<file path="config.mk">
export PLATFORM = sky130hd
export DESIGN_NAME = alu_writeback
export DESIGN_NICKNAME = d
export VERILOG_FILES = /design/src/rtl/alu_writeback.sv
export SDC_FILE = /design/constraint.sdc
export NUM_CORES = 1
export LEC_CHECK = 0
export BUFFER_PORTS_ARGS = -buffer_cell sky130_fd_sc_hd__buf_2
export CELL_PAD_IN_SITES_DETAIL_PLACEMENT = 1
export CELL_PAD_IN_SITES_GLOBAL_PLACEMENT = 1
export CORE_MARGIN = 4
export CORE_UTILIZATION = 38
export CTS_BUF_LIST = sky130_fd_sc_hd__clkbuf_4
export DETAILED_ROUTE_END_ITERATION = 10
export PLACE_DENSITY_LB_ADDON = 0.1
export SYNTH_ARGS = -nofsm -noshare
export SYNTH_HDL_FRONTEND = slang
export SYNTH_SLANG_ARGS = --single-unit
</file>
<file path="constraint.sdc">
create_clock -name soc_clk -period 2.7 [get_ports soc_clk]
set_input_delay 0.405 -clock soc_clk [delete_from_list [all_inputs] [get_ports soc_clk]]
set_output_delay 0.405 -clock soc_clk [all_outputs]
set_load 0.01 [all_outputs]
</file>
<file path="src/rtl/alu_writeback.sv">
// alu_writeback: captures an ALU result on a ready rising edge and retires it as a
// register-file write (with ack timeout), a branch redirect, or an error completion.
//   soc_clk, reset (async, active-low)
//   ALU_ready/ALU_out/ALU_con_met/ALU_err, Instruction_to_ALU, wb_rd/wb_pc/wb_imm : capture inputs
//   rf_wr_ack -> rf_wr_en/rf_wr_addr/rf_wr_data : register write handshake
//   pc_redirect/pc_target : branch outcome, valid with wb_done
//   wb_busy/wb_done/wb_err/wb_drop : status
module alu_writeback #(
    parameter int ACK_TIMEOUT = 8
) (
    input  logic        soc_clk,
    input  logic        reset,
    input  logic        ALU_ready,
    input  logic [31:0] ALU_out,
    input  logic        ALU_con_met,
    input  logic        ALU_err,
    input  logic [4:0]  Instruction_to_ALU,
    input  logic [4:0]  wb_rd,
    input  logic [31:0] wb_pc,
    input  logic [31:0] wb_imm,
    input  logic        rf_wr_ack,
    output logic        rf_wr_en,
    output logic [4:0]  rf_wr_addr,
    output logic [31:0] rf_wr_data,
    output logic        pc_redirect,
    output logic [31:0] pc_target,
    output logic        wb_busy,
    output logic        wb_done,
    output logic        wb_err,
    output logic        wb_drop
);
    localparam int CW = $clog2(ACK_TIMEOUT + 1);
    typedef enum logic [1:0] {IDLE, WRITE, BRANCH, DONE} state_t;
    state_t state, state_d;
    logic ready_q, rise, capture, bad, is_br, con_q;
    logic err_q, err_d, redir_q, redir_d, drop_q;
    logic [CW-1:0] cnt, cnt_d;
    logic [4:0] rd_q;
    logic [31:0] data_q, pc_q, imm_q, tgt_q, tgt_d, tgt;
    assign rise = ALU_ready & ~ready_q;
    assign capture = rise && state == IDLE;
    assign bad = ALU_err || Instruction_to_ALU >= 5'd16;
    assign is_br = Instruction_to_ALU <= 5'd5;
    assign tgt = con_q ? pc_q + imm_q : pc_q + 32'd4;
    // err/redirect flags are decided on the way into DONE and only exposed while there
    always_comb begin
        state_d = state;
        cnt_d = cnt;
        err_d = err_q;
        redir_d = redir_q;
        tgt_d = tgt_q;
        case (state)
            IDLE: if (capture) begin
                err_d = bad;
                redir_d = 1'b0;
                cnt_d = CW'(1);
                state_d = bad ? DONE : is_br ? BRANCH : wb_rd != 5'd0 ? WRITE : DONE;
            end
            WRITE: if (rf_wr_ack) state_d = DONE;
            else if (cnt == CW'(ACK_TIMEOUT)) begin
                state_d = DONE;
                err_d = 1'b1;
            end else cnt_d = cnt + CW'(1);
            BRANCH: begin
                tgt_d = tgt;
                err_d = con_q && tgt[1:0] != 2'b00;
                redir_d = con_q && tgt[1:0] == 2'b00;
                state_d = DONE;
            end
            DONE: state_d = IDLE;
            default: state_d = IDLE;
        endcase
    end
    always_ff @(posedge soc_clk or negedge reset) begin
        if (!reset) begin
            state <= IDLE;
            ready_q <= 1'b0;
            cnt <= '0;
            err_q <= 1'b0;
            redir_q <= 1'b0;
            tgt_q <= '0;
            drop_q <= 1'b0;
            rd_q <= '0;
            data_q <= '0;
            pc_q <= '0;
            imm_q <= '0;
            con_q <= 1'b0;
        end else begin
            state <= state_d;
            ready_q <= ALU_ready;
            cnt <= cnt_d;
            err_q <= err_d;
            redir_q <= redir_d;
            tgt_q <= tgt_d;
            drop_q <= drop_q | (rise && state != IDLE);
            if (capture) begin
                rd_q <= wb_rd;
                data_q <= (Instruction_to_ALU == 5'd9 || Instruction_to_ALU == 5'd10) ? {31'b0, ALU_con_met} : ALU_out;
                pc_q <= wb_pc;
                imm_q <= wb_imm;
                con_q <= ALU_con_met;
            end
        end
    end
    assign rf_wr_en = state == WRITE;
    assign rf_wr_addr = rf_wr_en ? rd_q : 5'd0;
    assign rf_wr_data = rf_wr_en ? data_q : 32'd0;
    assign wb_busy = state != IDLE;
    assign wb_done = state == DONE;
    assign wb_err = wb_done & err_q;
    assign pc_redirect = wb_done & redir_q;
    assign pc_target = tgt_q;
    assign wb_drop = drop_q;
endmodule

</file>
==> flow_summary.toml, run 1 <==
[setup_path]
path_depth = 10
crit_fanout = 3
start_kind = "flip-flop"
reg2regPathDepth = 10
worst_setup_path_end_kind = "flip-flop"
r2r_start = "pc_q[0]"
worstSetupEndpoint = "pc_target[28]"
cp_slowest_cell = "dfrtp_1"
cp_data_required_time_ps = 3170
cp.arrival_ps = 3090
rrSetupSlack_ps = 80
setup.worst_path.start = "pc_q[0]"
reg2reg_to = "pc_target[28]"
crit_buf_inv = 0
max_stage_delay_ps = 410
worst-setup-path-type = "reg2reg"
crit_family = "compound AO/OA/AOI/OAI gates"
path_cells = "ha_2, fa_2, a211oi_2, nor2_2, o221ai_1, o211ai_1, a221oi_2, o21bai_1, mux2i_1, a221o_1"

[yosys]
synthAdderAreaFrac_pct = 5.857
synth_ff_type = "dfrtp_1"
yosys-top-cells-count = "315 x nand2_1, 144 x dfrtp_1, 75 x o21ai_0"
synth_cells = 1025
synth_seq_area_share_pct = 42.60
synth_edf_count = 0
avgSynthCellArea_um2 = 8.253
synthDistinctLibCells = 67
synth.area.mux_share_pct = 1.479
synth_compound_area_share_pct = 15.52
syn_nets = 1176
synth_top_area_cell = "dfrtp_1"
synthTopCellsByArea = "dfrtp_1 43%, nand2_1 14%, ha_1 5.6%"
yosys.area_share.simple_pct = 26.73
netlist_area_mm2 = 0.008459
ys_warn_count = 0
synth_top_area_share_pct = 42.60
synth_top_family_by_area = "simple AND/OR/NAND/NOR gates"
yosysMostFrequentCell = "nand2_1"
synth-seq-cells = 144
synthXorXnorAreaFrac_pct = 4.659
async_reset_ff_share_pct = 100.0

[route]
num_vias = 8163
drtPass1Iterations = 4
drc = 0
drt-total-wl_um = 27540
antenna_left = 0
wl_per_cell_um = 17.25
drt-initial-drc-count = 310
vias_per_cell = 5.111

[clocking]
cts_sinks = 144
clk_pin_slew_worst_paths_ps = 140
cts_tree = "built"
cts_buffer_depth = 2
clockRootBuffer = "clkbuf_4"
cts_inserted_buffers = 17
h-tree-depth = 4
clock_latency_ps = 570

[timing]
fin_crit_ps = 2621
tns_ps = 0
slew_headroom_pct = 57.09
slew_viol_final = 0
setup_viol = 0
clock_skew_ps = 29.18
fin_ws_ps = 78.88
period_share_pct = 97.08
timing.fmax_mhz = 381.5
worstMarginPinSlew_ps = 643.6
rsz0062_at_grt = "true"
hold_viol_final = 0

[grt]
grt_pass1_wl_um = 45260
antenna_found_initial = 4
grt_start_max_net_pins = 60
grt_overflow = 0
grt_pass1_vias = 8788
gr-usage-all-layers_pct = 22.80

[power]
powerDensity_mw_per_mm2 = 1195
vdd_drop_max_mv = 0.3920
leakagePower_nw = 5.603
power.total_mw = 13.22

[floorplanning]
core-area_mm2 = 0.02189
row_count = 54
die_w_um = 157.2
ios = 187
fp.dieArea_mm2 = 0.02471
start_util_pct = 38.64
die_h_um = 157.2

[cells_and_area]
layout-drive-gt1-share_pct = 24.20
n_fill_cell = 2706
syn_to_final_growth_pct = 30.74
fin_cells = 1597
nets = 1452
finalInstanceArea_mm2 = 0.01106

[run]
maxCapViolCount = 0

[placement]
post-place-ws_ps = -86.95
gp_congestion = 0.8505
io_buffers = 186
dpl.cell_count = 1502
place_area_mm2 = 0.01005
place_hpwl_um = 20200

[min_path]
hold_path.class = "in2reg"

[run_status]
status = "complete, no violations"
## what timing repair did
action / 4_1_cts / 5_1_grt
hold buffers: 59 / 0
cloned: 0 / 0
pin swaps: 5 / 12
hold endpoints to repair: 112 / 0
endpoints found under the setup margin: 6 / 13
gates resized for setup: 4 / 17
setup buffers: 1 / 1
## report_power, final
group          internal, mW  switching [mW]
Sequential             3.18           0.759
Clock                 0.656           0.899
Combinational          3.28            4.45
## area by class of cell
cell class / instances / area (um^2) / area share, %
inverters: 18 / 67.56 / 0.6109
flip-flops and latches: 144 / 3603 / 32.58
clock inverters: 15 / 182.7 / 1.652
clock buffers: 17 / 127.6 / 1.154
well taps: 280 / 350.3 / 3.168
multi-input cells: 812 / 4695 / 42.45
diodes: 3 / 7.507 / 0.06788
repair buffers: 308 / 2026 / 18.32
## through the flow
stage	util, %	hold slack (ps)
2_1_floorplan	-	109.4
3_3_place_gp	45.92	432.5
3_5_place_dp	45.92	436.2
4_1_cts	50.12	0.4419
5_1_grt	50.52	8.211
6_report	50.52	44.90
## tightest hold or removal path, cell delays in order
cell,delay [ps]
buf_2,80
nand2_1,40
nand2_1,60
## registers in the layout, indices dropped and copies added, names as in the netlist
name	count
imm_q	32
err_q	1
con_q	1
state	2
data_q	32
rd_q	5
pc_target	32
ready_q	1
redir_q	1
wb_drop	1
cnt	4
pc_q	32
## routing by layer
metal / part of all wire, % / global-route usage [%] / routed length (um) / up-vias
li1: - / - / - / 4029
met1: 47 / 30.45 / 12930 / 3967
met2: 48 / 38.63 / 13130 / 146
met3: 4.4 / 4.619 / 1203 / 19
met4: 0.96 / 4.670 / 264 / 2
met5: 0.047 / 0 / 13 / -
## worst min path at each step
stage	from	to	slack [ps]	cells after the start
global route	ALU_out[4]	data_q[4]	8	3
detailed placement	reset	imm_q[12]	440	1
CTS	wb_pc[9]	pc_q[9]	0.4	3
finish	wb_imm[8]	imm_q[8]	40	3
floorplan	reset	cnt[0]	110	0
global placement	reset	imm_q[17]	430	1
## layout by cell type, fill, tap and decap left out, drive strengths merged, types with 22 or more instances in the layout
cell type / synthesis / routed
and2: 41 / 41
nor2: 62 / 62
inv: 18 / 23
buf: 14 / 249
xnor2: 22 / 22
dlygate4sd3: 0 / 59
nand2: 315 / 315
o21ai: 78 / 78
xor2: 23 / 23
a21o: 22 / 22
ha: 38 / 38
nand3: 26 / 26
dfrtp: 144 / 144
a21oi: 43 / 43
## cells by family (layout without fill, tap and decap cells)
logic type / after synthesis / after routing
and+or+nand+nor: 506 / 506
AOI/OAI and AO/OA: 210 / 210
DFF: 144 / 144
buffers and inverters: 69 / 358
xor gates and xnor gates: 45 / 45
adders and majority gates: 39 / 39
muxes: 12 / 12
other: 0 / 3
Power figures use the tool's default switching activity.
==> run 2: changes to the inputs <==
--- a/config.mk
+++ b/config.mk
@@ -8,11 +8,13 @@
 export BUFFER_PORTS_ARGS = -buffer_cell sky130_fd_sc_hd__buf_2
 export CELL_PAD_IN_SITES_DETAIL_PLACEMENT = 1
 export CELL_PAD_IN_SITES_GLOBAL_PLACEMENT = 1
+export CORE_ASPECT_RATIO = 1.25
 export CORE_MARGIN = 4
 export CORE_UTILIZATION = 38
 export CTS_BUF_LIST = sky130_fd_sc_hd__clkbuf_4
 export DETAILED_ROUTE_END_ITERATION = 10
 export PLACE_DENSITY_LB_ADDON = 0.1
+export SETUP_SLACK_MARGIN = 0.4
 export SYNTH_ARGS = -nofsm -noshare
 export SYNTH_HDL_FRONTEND = slang
 export SYNTH_SLANG_ARGS = --single-unit
==> run 2 against run 1 <==
Combinational power grew 15%. Core utilization up 2.3 points. Sequential share of layout area is 1.1 points lower. Count of clock-buffer cells in the layout grew 1. Largest cell class unchanged. Sequential power increased by 2%. Die area barely moved. Final cell count about the same. Critical endpoint is now pc_target[20]. Design area grew 3.6%. Worst hold slack is essentially flat.
==> flow_summary.toml, run 2 (synthesis gave the netlist of run 1 again) <==
[route]
vias_per_cell = 5.204
drt-initial-drc-count = 350
drtPass1Iterations = 6
drt-total-wl_um = 28680
num_vias = 8316
wl_per_cell_um = 17.95
drc = 0
antenna_left = 0

[floorplanning]
die_h_um = 174.8
fp.dieArea_mm2 = 0.02473
die_w_um = 141.5
core-area_mm2 = 0.02170
ios = 187
start_util_pct = 38.99
row_count = 60

[setup_path]
crit_fanout = 4
cp_data_required_time_ps = 3160
worst_setup_path_end_kind = "flip-flop"
max_stage_delay_ps = 430
worst-setup-path-type = "reg2reg"
cp.arrival_ps = 3110
cp_slowest_cell = "dfrtp_1"
setup.worst_path.start = "pc_q[13]"
start_kind = "flip-flop"
r2r_start = "pc_q[13]"
path_cells = "ha_2, a21o_1, a21o_1, a21oi_1, o211ai_1, a221oi_2, buf_4, buf_6, xnor2_2, a21oi_1, nor2_1"

[power]
p_int_mw = 7.544
leakagePower_nw = 5.661
seqPwrFrac_pct = 28.2
p_comb_share_pct = 62.4
p_switching_mw = 6.666
p_sw_share_pct = 46.91
powerDensity_mw_per_mm2 = 1240
vdd_drop_max_mv = 0.4457
p_clk_share_pct = 9.4

[clocking]
clk_pin_slew_worst_paths_ps = 150
cts_sinks = 144
h-tree-depth = 4
clock_latency_ps = 560
cts_buffer_depth = 2
cts_tree = "built"
cts_inserted_buffers = 17
clockRootBuffer = "clkbuf_4"

[cells_and_area]
syn_to_final_growth_pct = 35.47
nets = 1456
multi_input_area_mm2 = 0.005069
regArea_mm2 = 0.003607
layout_common_cells = "314 x nand2_1, 185 x buf_2, 141 x dfrtp_1"
n_fill_cell = 2630
layout_commonest_cell = "nand2_1"
finalInstanceArea_mm2 = 0.01146
layout-drive-gt1-share_pct = 29.89

[grt]
gr-usage-all-layers_pct = 22.45
antenna_found_initial = 1
grt_pass1_wl_um = 45110
grt_start_max_net_pins = 61
grt_pass1_vias = 8819
grt_overflow = 0

[timing]
slew_viol_final = 0
slew_headroom_pct = 61.75
fin_crit_ps = 2642
rsz0062_at_grt = "true"
worstMarginPinSlew_ps = 571.7
hold_ws_ps = 44.92
timing.fmax_mhz = 378.5
clock_skew_ps = 31.37
period_share_pct = 97.86
hold_viol_final = 0
setup_viol = 0

[placement]
place_hpwl_um = 20140
gp_congestion = 0.8658
io_buffers = 186
place_area_mm2 = 0.01010

[min_path]
hold_path.class = "in2reg"
hp-start = "wb_imm[17]"

[run_status]
status = "complete, no violations"

[run]
maxCapViolCount = 0
-- run 2: worst paths after layout --
kind	slack, ps	cells after the start	endpoint
hold reg to reg	490	2	data_q[2]
hold / removal	40	3	imm_q[17]
setup reg to reg	60	11	pc_target[20]
min in group asynchronous	290	2	imm_q[12]
setup / recovery	60	11	pc_target[20]
max in group asynchronous	1680	3	pc_q[2]
-- run 2: final cells by class --
class	count	share of cell area, %
multi-input combinational	813	44.23
sequential	144	31.48
timing repair buffer	311	18.36
tap	279	3.046
clock buffer	18	1.179
clock inverter	14	1.092
inverter	18	0.5896
antenna	1	0.02184
-- run 2: power by group through the flow --
stage	sequential [mW]	combinational, mW	clock (mW)
after floorplan	3.94	4.84	0
after global placement	3.93	7.42	0
after detailed placement	3.97	7.54	0
after CTS	3.97	8.09	1.39
after global routing	4.14	9.75	1.48
final	4.00	8.87	1.34
-- run 2: worst max-delay path: cells and delay by family (launching register included) --
family                   cells  cell delay [ps]
AND/OR/NAND/NOR              1               70
flip-flops                   1              430
adder cells (fa/ha/maj)      1              340
XOR/XNOR                     1               60
buffers and inverters        2              270
AO/OA/AOI/OAI                6             1390
-- run 2: metrics by stage --
step           setup TNS [ps]  cells  util [%]  power (mW)  setup WS (ps)
6_report                    0   1598     52.82       14.21          57.88
5_1_grt                -462.3   1598     52.82       15.37         -97.82
4_1_cts                     0   1577     50.80       13.45          118.3
3_5_place_dp                0   1496     46.55       11.51          28.19
3_3_place_gp                0   1496     46.55       11.35          55.87
2_1_floorplan               0   1025         -       8.779          194.3
-- run 2: routing by layer --
layer | GRT usage [%] | routed length (um)
met1 | 27.84 | 12260
met2 | 39.94 | 14780
met3 | 4.079 | 1176
met4 | 6.040 | 459
met5 | 0 | 0
-- run 2: repair_timing --
action / in CTS / in global routing
endpoints found under the setup margin: 56 / 114
hold buffers: 36 / 2
pin swaps: 26 / 34
setup buffers: 13 / 16
gates resized for setup: 41 / 50
cloned: 0 / 2
hold endpoints to repair: 73 / 2
